$ cat config.mk
export PLATFORM = sky130hd
export DESIGN_NAME = inst_fetch_ctrl
export DESIGN_NICKNAME = d
export VERILOG_FILES = /design/src/rtl/cpu_defs.sv /design/src/rtl/inst_hold_buf.sv /design/src/rtl/inst_fetch_ctrl.sv
export SDC_FILE = /design/constraint.sdc
export NUM_CORES = 1
export LEC_CHECK = 0
export CORE_MARGIN = 2
export CORE_UTILIZATION = 55
export DETAILED_ROUTE_END_ITERATION = 10
export PLACE_DENSITY = 0.86
export SLEW_MARGIN = 20
export SYNTH_ARGS = -nofsm -noshare
export SYNTH_HDL_FRONTEND = slang
export SYNTH_HIERARCHICAL = 1
export SYNTH_SLANG_ARGS = --single-unit
$ cat constraint.sdc
create_clock -name clk -period 6.55 [get_ports clk]
set_input_delay 0.655 -clock clk [delete_from_list [all_inputs] [get_ports clk]]
set_output_delay 0.655 -clock clk [all_outputs]
set_load 0.01 [all_outputs]
$ cat src/rtl/cpu_defs.sv
// Shared definitions for the MIPS core: reset vector, bubble encoding and
// the instruction-fetch FSM state type.
package cpu_defs;

   localparam logic [31:0] RESET_VECTOR = 32'hbfc0_0000;
   localparam logic [31:0] NOP_INST     = 32'h0000_0000;

   typedef enum logic [1:0] {
      StReq,
      StData,
      StHold,
      StDrop
   } fetch_state_e;

endpackage

$ cat src/rtl/inst_hold_buf.sv
// One-entry {pc, inst} buffer that keeps a fetched instruction while decode
// is stalled. Clear has priority over load.
module inst_hold_buf (
   input  logic        clk,
   input  logic        rst,
   input  logic        load,
   input  logic        clear,
   input  logic [31:0] load_pc,
   input  logic [31:0] load_inst,
   output logic        valid,
   output logic [31:0] buf_pc,
   output logic [31:0] buf_inst
);

   logic        valid_q;
   logic [31:0] pc_q;
   logic [31:0] inst_q;

   always_ff @(posedge clk or posedge rst) begin
      if (rst) begin
         valid_q <= 1'b0;
         pc_q    <= 32'h0;
         inst_q  <= 32'h0;
      end else if (clear) begin
         valid_q <= 1'b0;
         pc_q    <= 32'h0;
         inst_q  <= 32'h0;
      end else if (load) begin
         valid_q <= 1'b1;
         pc_q    <= load_pc;
         inst_q  <= load_inst;
      end
   end

   assign valid    = valid_q;
   assign buf_pc   = pc_q;
   assign buf_inst = inst_q;

endmodule

$ cat src/rtl/inst_fetch_ctrl.sv
// Instruction-fetch controller: issues one SRAM-like bus read per PC, tracks
// the outstanding access and feeds the IF/ID registers, dropping stale data on flush.
module inst_fetch_ctrl #(
   parameter logic [31:0] NOP_INST = cpu_defs::NOP_INST
) (
   input  logic        clk,
   input  logic        rst,
   input  logic [31:0] pc,
   input  logic        flush,
   input  logic        id_stall,
   output logic        inst_req,
   output logic [31:0] inst_addr,
   input  logic        inst_addr_ok,
   input  logic        inst_data_ok,
   input  logic [31:0] inst_rdata,
   output logic        if_stall,
   output logic        if_valid,
   output logic [31:0] if_pc,
   output logic [31:0] if_inst,
   output logic        if_adel
);

   import cpu_defs::*;

   fetch_state_e state_q, state_d;
   logic [31:0]  req_pc_q;
   logic         req_pc_load;

   logic         mis;
   logic         deliver;
   logic         buf_load, buf_clear, buf_valid;
   logic [31:0]  buf_pc, buf_inst;

   logic         ent_valid, ent_adel;
   logic [31:0]  ent_pc, ent_inst;

   logic         if_valid_q, if_adel_q;
   logic [31:0]  if_pc_q, if_inst_q;

   assign mis       = (pc[1:0] != 2'b00);
   assign inst_req  = (state_q == StReq) && !mis && !flush;
   assign inst_addr = pc;
   assign if_stall  = !deliver;

   always_comb begin
      state_d     = state_q;
      deliver     = 1'b0;
      buf_load    = 1'b0;
      buf_clear   = 1'b0;
      req_pc_load = 1'b0;
      ent_valid   = 1'b0;
      ent_pc      = pc;
      ent_inst    = NOP_INST;
      ent_adel    = 1'b0;
      unique case (state_q)
         StReq: begin
            if (mis) begin
               // Misaligned PC never reaches the bus; report AdEL as a bubble.
               deliver  = !id_stall;
               ent_adel = 1'b1;
            end else if (inst_req && inst_addr_ok) begin
               state_d     = StData;
               req_pc_load = 1'b1;
            end
         end
         StData: begin
            ent_valid = 1'b1;
            ent_pc    = req_pc_q;
            ent_inst  = inst_rdata;
            if (inst_data_ok) begin
               if (flush) begin
                  state_d = StReq;
               end else if (id_stall) begin
                  state_d  = StHold;
                  buf_load = 1'b1;
               end else begin
                  state_d = StReq;
                  deliver = 1'b1;
               end
            end else if (flush) begin
               state_d = StDrop;
            end
         end
         StHold: begin
            ent_valid = 1'b1;
            ent_pc    = buf_pc;
            ent_inst  = buf_inst;
            if (flush) begin
               state_d   = StReq;
               buf_clear = 1'b1;
            end else if (!id_stall) begin
               state_d   = StReq;
               deliver   = buf_valid;
               buf_clear = 1'b1;
            end
         end
         StDrop: begin
            if (inst_data_ok) state_d = StReq;
         end
         default: state_d = StReq;
      endcase
   end

   always_ff @(posedge clk or posedge rst) begin
      if (rst) begin
         state_q  <= StReq;
         req_pc_q <= 32'h0;
      end else begin
         state_q <= state_d;
         if (req_pc_load) req_pc_q <= pc;
      end
   end

   inst_hold_buf u_hold_buf (
      .clk       (clk),
      .rst       (rst),
      .load      (buf_load),
      .clear     (buf_clear),
      .load_pc   (req_pc_q),
      .load_inst (inst_rdata),
      .valid     (buf_valid),
      .buf_pc    (buf_pc),
      .buf_inst  (buf_inst)
   );

   always_ff @(posedge clk or posedge rst) begin
      if (rst) begin
         if_valid_q <= 1'b0;
         if_pc_q    <= 32'h0;
         if_inst_q  <= NOP_INST;
         if_adel_q  <= 1'b0;
      end else if (flush) begin
         if_valid_q <= 1'b0;
         if_inst_q  <= NOP_INST;
         if_adel_q  <= 1'b0;
      end else if (id_stall) begin
         if_valid_q <= if_valid_q;
      end else if (deliver) begin
         if_valid_q <= ent_valid;
         if_pc_q    <= ent_pc;
         if_inst_q  <= ent_inst;
         if_adel_q  <= ent_adel;
      end else begin
         if_valid_q <= 1'b0;
         if_inst_q  <= NOP_INST;
         if_adel_q  <= 1'b0;
      end
   end

   assign if_valid = if_valid_q;
   assign if_pc    = if_pc_q;
   assign if_inst  = if_inst_q;
   assign if_adel  = if_adel_q;

endmodule

==> results.sh <==
export IMPL_outcome="completed"
export IMPL_core_um2=13300
export IMPL_timing_hold_ws_ns=0.482
export IMPL_place_ws_ns=2.86
export IMPL_hold_start="if_pc[17]"
export IMPL_swShare_pct=33.6
export IMPL_tns_ns=0
export IMPL_drt_wl_total_um=17700
export IMPL_grt_pass1_vias=5911
export IMPL_layout_drive_gt1_share_pct=9.66
export IMPL_die_area_um2=14700
export IMPL_grt_pass1_wl_um=29300
export IMPL_cts_max_path_buffers=2
export IMPL_worstHoldPathCells=2
export IMPL_clk_pin_slew_ns=0.06
export IMPL_synth_edf_count=0
export IMPL_vias=5758
export IMPL_hp_class="reg -> reg"
export IMPL_clock_power_share_pct=26.2
export IMPL_numCtsBuffers=17
export IMPL_critPathArrivalTime_ns=3.08
export IMPL_pwr_share_comb_pct=34.4
export IMPL_worstSetupPathType="reg -> out"
export IMPL_portBuffers=169
export IMPL_htreeDepth=4
export IMPL_max_stage_delay_ns=0.58
export IMPL_synth_seq_cells=165
export IMPL_final_cell_mix="clkdlybuf4s50_1 (169), dfrtp_1 (165), nand2_1 (99)"
export IMPL_clockRootBuffer="clkbuf_16"
export IMPL_drt_iter0_markers=478
export IMPL_wire_per_inst_um=17.7
export IMPL_fin_crit_ns=3.74
export IMPL_start_util_pct=56.8
export IMPL_crit_path_max_fanout=43
export IMPL_start_kind="flip-flop"
export IMPL_tightest_slew_ns=1.03
export IMPL_reg2regPathDepth=7
export IMPL_pin_count=170
export IMPL_cp_slowest_cell="ha_2"
export IMPL_fp_row_count=42
export IMPL_synthDistinctLibCells=33
export IMPL_syn_inst=707
export IMPL_drc=0
export IMPL_layout_commonest_cell="clkdlybuf4s50_1"
export IMPL_reg2reg_from="state_q[1]"
export IMPL_ys_warn_count=6
export IMPL_setup_viol=0
export IMPL_setup_worst_path_end_class="output pin"
export IMPL_antenna_found_initial=0
export IMPL_max_freq_ghz=0.268
export IMPL_regToRegEndpoint="if_inst[29]"
export IMPL_p_per_area_nw_per_um2=434
export IMPL_vdd_drop_max_uv=245
export IMPL_gp_congestion=0.798
export IMPL_ys_async_sr_fraction_pct=100
export IMPL_hold_viol=0
export IMPL_internal_power_mw=2.79
export IMPL_synth_fp_nets=783
export IMPL_place_hpwl_um=10900
export IMPL_synth_flop_cell="dfrtp_1"
export IMPL_rrSetupSlack_ns=3.13
export IMPL_hold_end="if_pc[17]"
export IMPL_fin_util_pct=72.5
export IMPL_period_share_pct=57.1
export IMPL_synth_area_um2=7580
export IMPL_cts_sinks=165
export IMPL_drt_first_pass_iters=5
export IMPL_fillCellCount=883
export IMPL_grt_max_degree=68
export IMPL_cap_viol_max_count=0
export IMPL_ant_nets=0
export IMPL_avgSynthCellArea_um2=10.7
export IMPL_path_cells="inv_1 -> ha_2 -> buf_4 -> a22oi_2 -> nor3_1 -> o21bai_1 -> clkdlybuf4s50_1"
export IMPL_die_y_um=121
export IMPL_dieWidth_um=121
export IMPL_viasPerCell=5.74
export IMPL_slew_viol_final=0
export IMPL_nets=892
export IMPL_clock_skew_ns=0.00442
export IMPL_leakage_nw=4.19
export IMPL_required_ns=5.89
export IMPL_syn_to_final_growth_pct=27.7
export IMPL_grt_usage_pct=25.3
export IMPL_cts_resized=0
export IMPL_pwr_share_seq_pct=39.4
export IMPL_worst_slack_ns=2.81
export IMPL_cts_hold_fix_buffers=0
export IMPL_slew_headroom_pct=31.5
export IMPL_insertion_delay_ns=0.42
export IMPL_netSwitchingPower_mw=1.41
export IMPL_postCtsSetupRepairBufs=0
export IMPL_cts_tree="done"
export IMPL_synth_seq_area_share_pct=54.5
export IMPL_overflow=0
export IMPL_antennaDiodeCount=0
export IMPL_grt_setup_unrepaired="no"
synthesized netlist by cell type (all sizes together) (2+ instances only):
master / instances / area share, %
dfrtp: 165 / 55
nand2: 100 / 5.0
o21ai: 97 / 6.4
nor2: 67 / 3.3
mux2i: 66 / 8.7
a22oi: 64 / 6.4
buf: 60 / 6.3
mux2: 30 / 4.5
clkbuf: 25 / 1.2
ha: 6 / 0.99
inv: 6 / 0.30
nor2b: 3 / 0.25
a21o: 2 / 0.20
a22o: 2 / 0.23
and2: 2 / 0.17
nor3: 2 / 0.13
how the worst max path moves through the flow:
stage	start	endpoint	slack (ns)	depth (start not counted)
final	state_q[1]	if_stall	2.81	7
after global routing	state_q[1]	if_stall	2.61	7
after CTS	state_q[1]	if_stall	2.80	7
after detailed placement	id_stall	u_hold_buf/buf_pc[20]	2.86	5
after global placement	flush	u_hold_buf/buf_pc[12]	2.97	5
after floorplan	rst	if_adel	3.28	1
metrics by stage:
stage / cell area [um2] / cells / total power [mW]
2_1_floorplan: 7580 / 707 / 2.57
3_3_place_gp: 8990 / 972 / 2.99
3_5_place_dp: 8990 / 972 / 3.09
4_1_cts: 9640 / 1003 / 4.22
5_1_grt: 9680 / 1004 / 4.48
6_report: 9680 / 1004 / 4.20
registers in the layout, indices dropped and copies added, names as in the netlist:
signal,flops
if_valid,1
u_hold_buf/valid,1
state_q,2
u_hold_buf/buf_pc,32
if_inst,32
if_adel,1
if_pc,32
u_hold_buf/buf_inst,32
req_pc_q,32
routing by layer:
layer	GRT usage (%)	wire [um]	vias up
met3	5.26	1030	34
met1	34.8	7670	2858
met5	0	0	-
met2	39.4	8650	222
li1	-	-	2644
met4	10.4	393	0
area by class of cell:
class                   count  area (um2)  share of cell area, %
flip-flops and latches    165        4130                   42.7
multi-input cells         451        2890                   29.8
repair buffers            175        1760                   18.2
clock buffers              22         484                   5.00
well taps                 176         220                   2.28
clock inverters             9         173                   1.78
inverters                   6        25.0                  0.259
worst max-delay path: cells and delay by family, from the launching register on:
family                     cells  cell delay, ns
buffers and inverters          3            1.15
adders and majority gates      1            0.58
DFF                            1            0.42
AOI/OAI and AO/OA              2            0.30
and+or+nand+nor                1            0.19
kinds of logic after synthesis:
kind of cell | Yosys count | share of synthesized area [%]
AND/OR/NAND/NOR | 178 | 9.40
flip-flops | 165 | 54.5
multiplexers | 96 | 13.2
adder cells (fa/ha/maj) | 6 | 0.991
AO/OA/AOI/OAI | 171 | 14.1
buffers and inverters | 91 | 7.83
power groups by stage:
stage	Clock (mW)	Sequential (mW)	Combinational [mW]
global placement	0	1.63	1.37
detailed placement	0	1.65	1.44
floorplan	0	1.64	0.927
CTS	1.12	1.65	1.45
global route	1.17	1.70	1.61
finish	1.10	1.65	1.44
(Power assumes the default switching activity.)
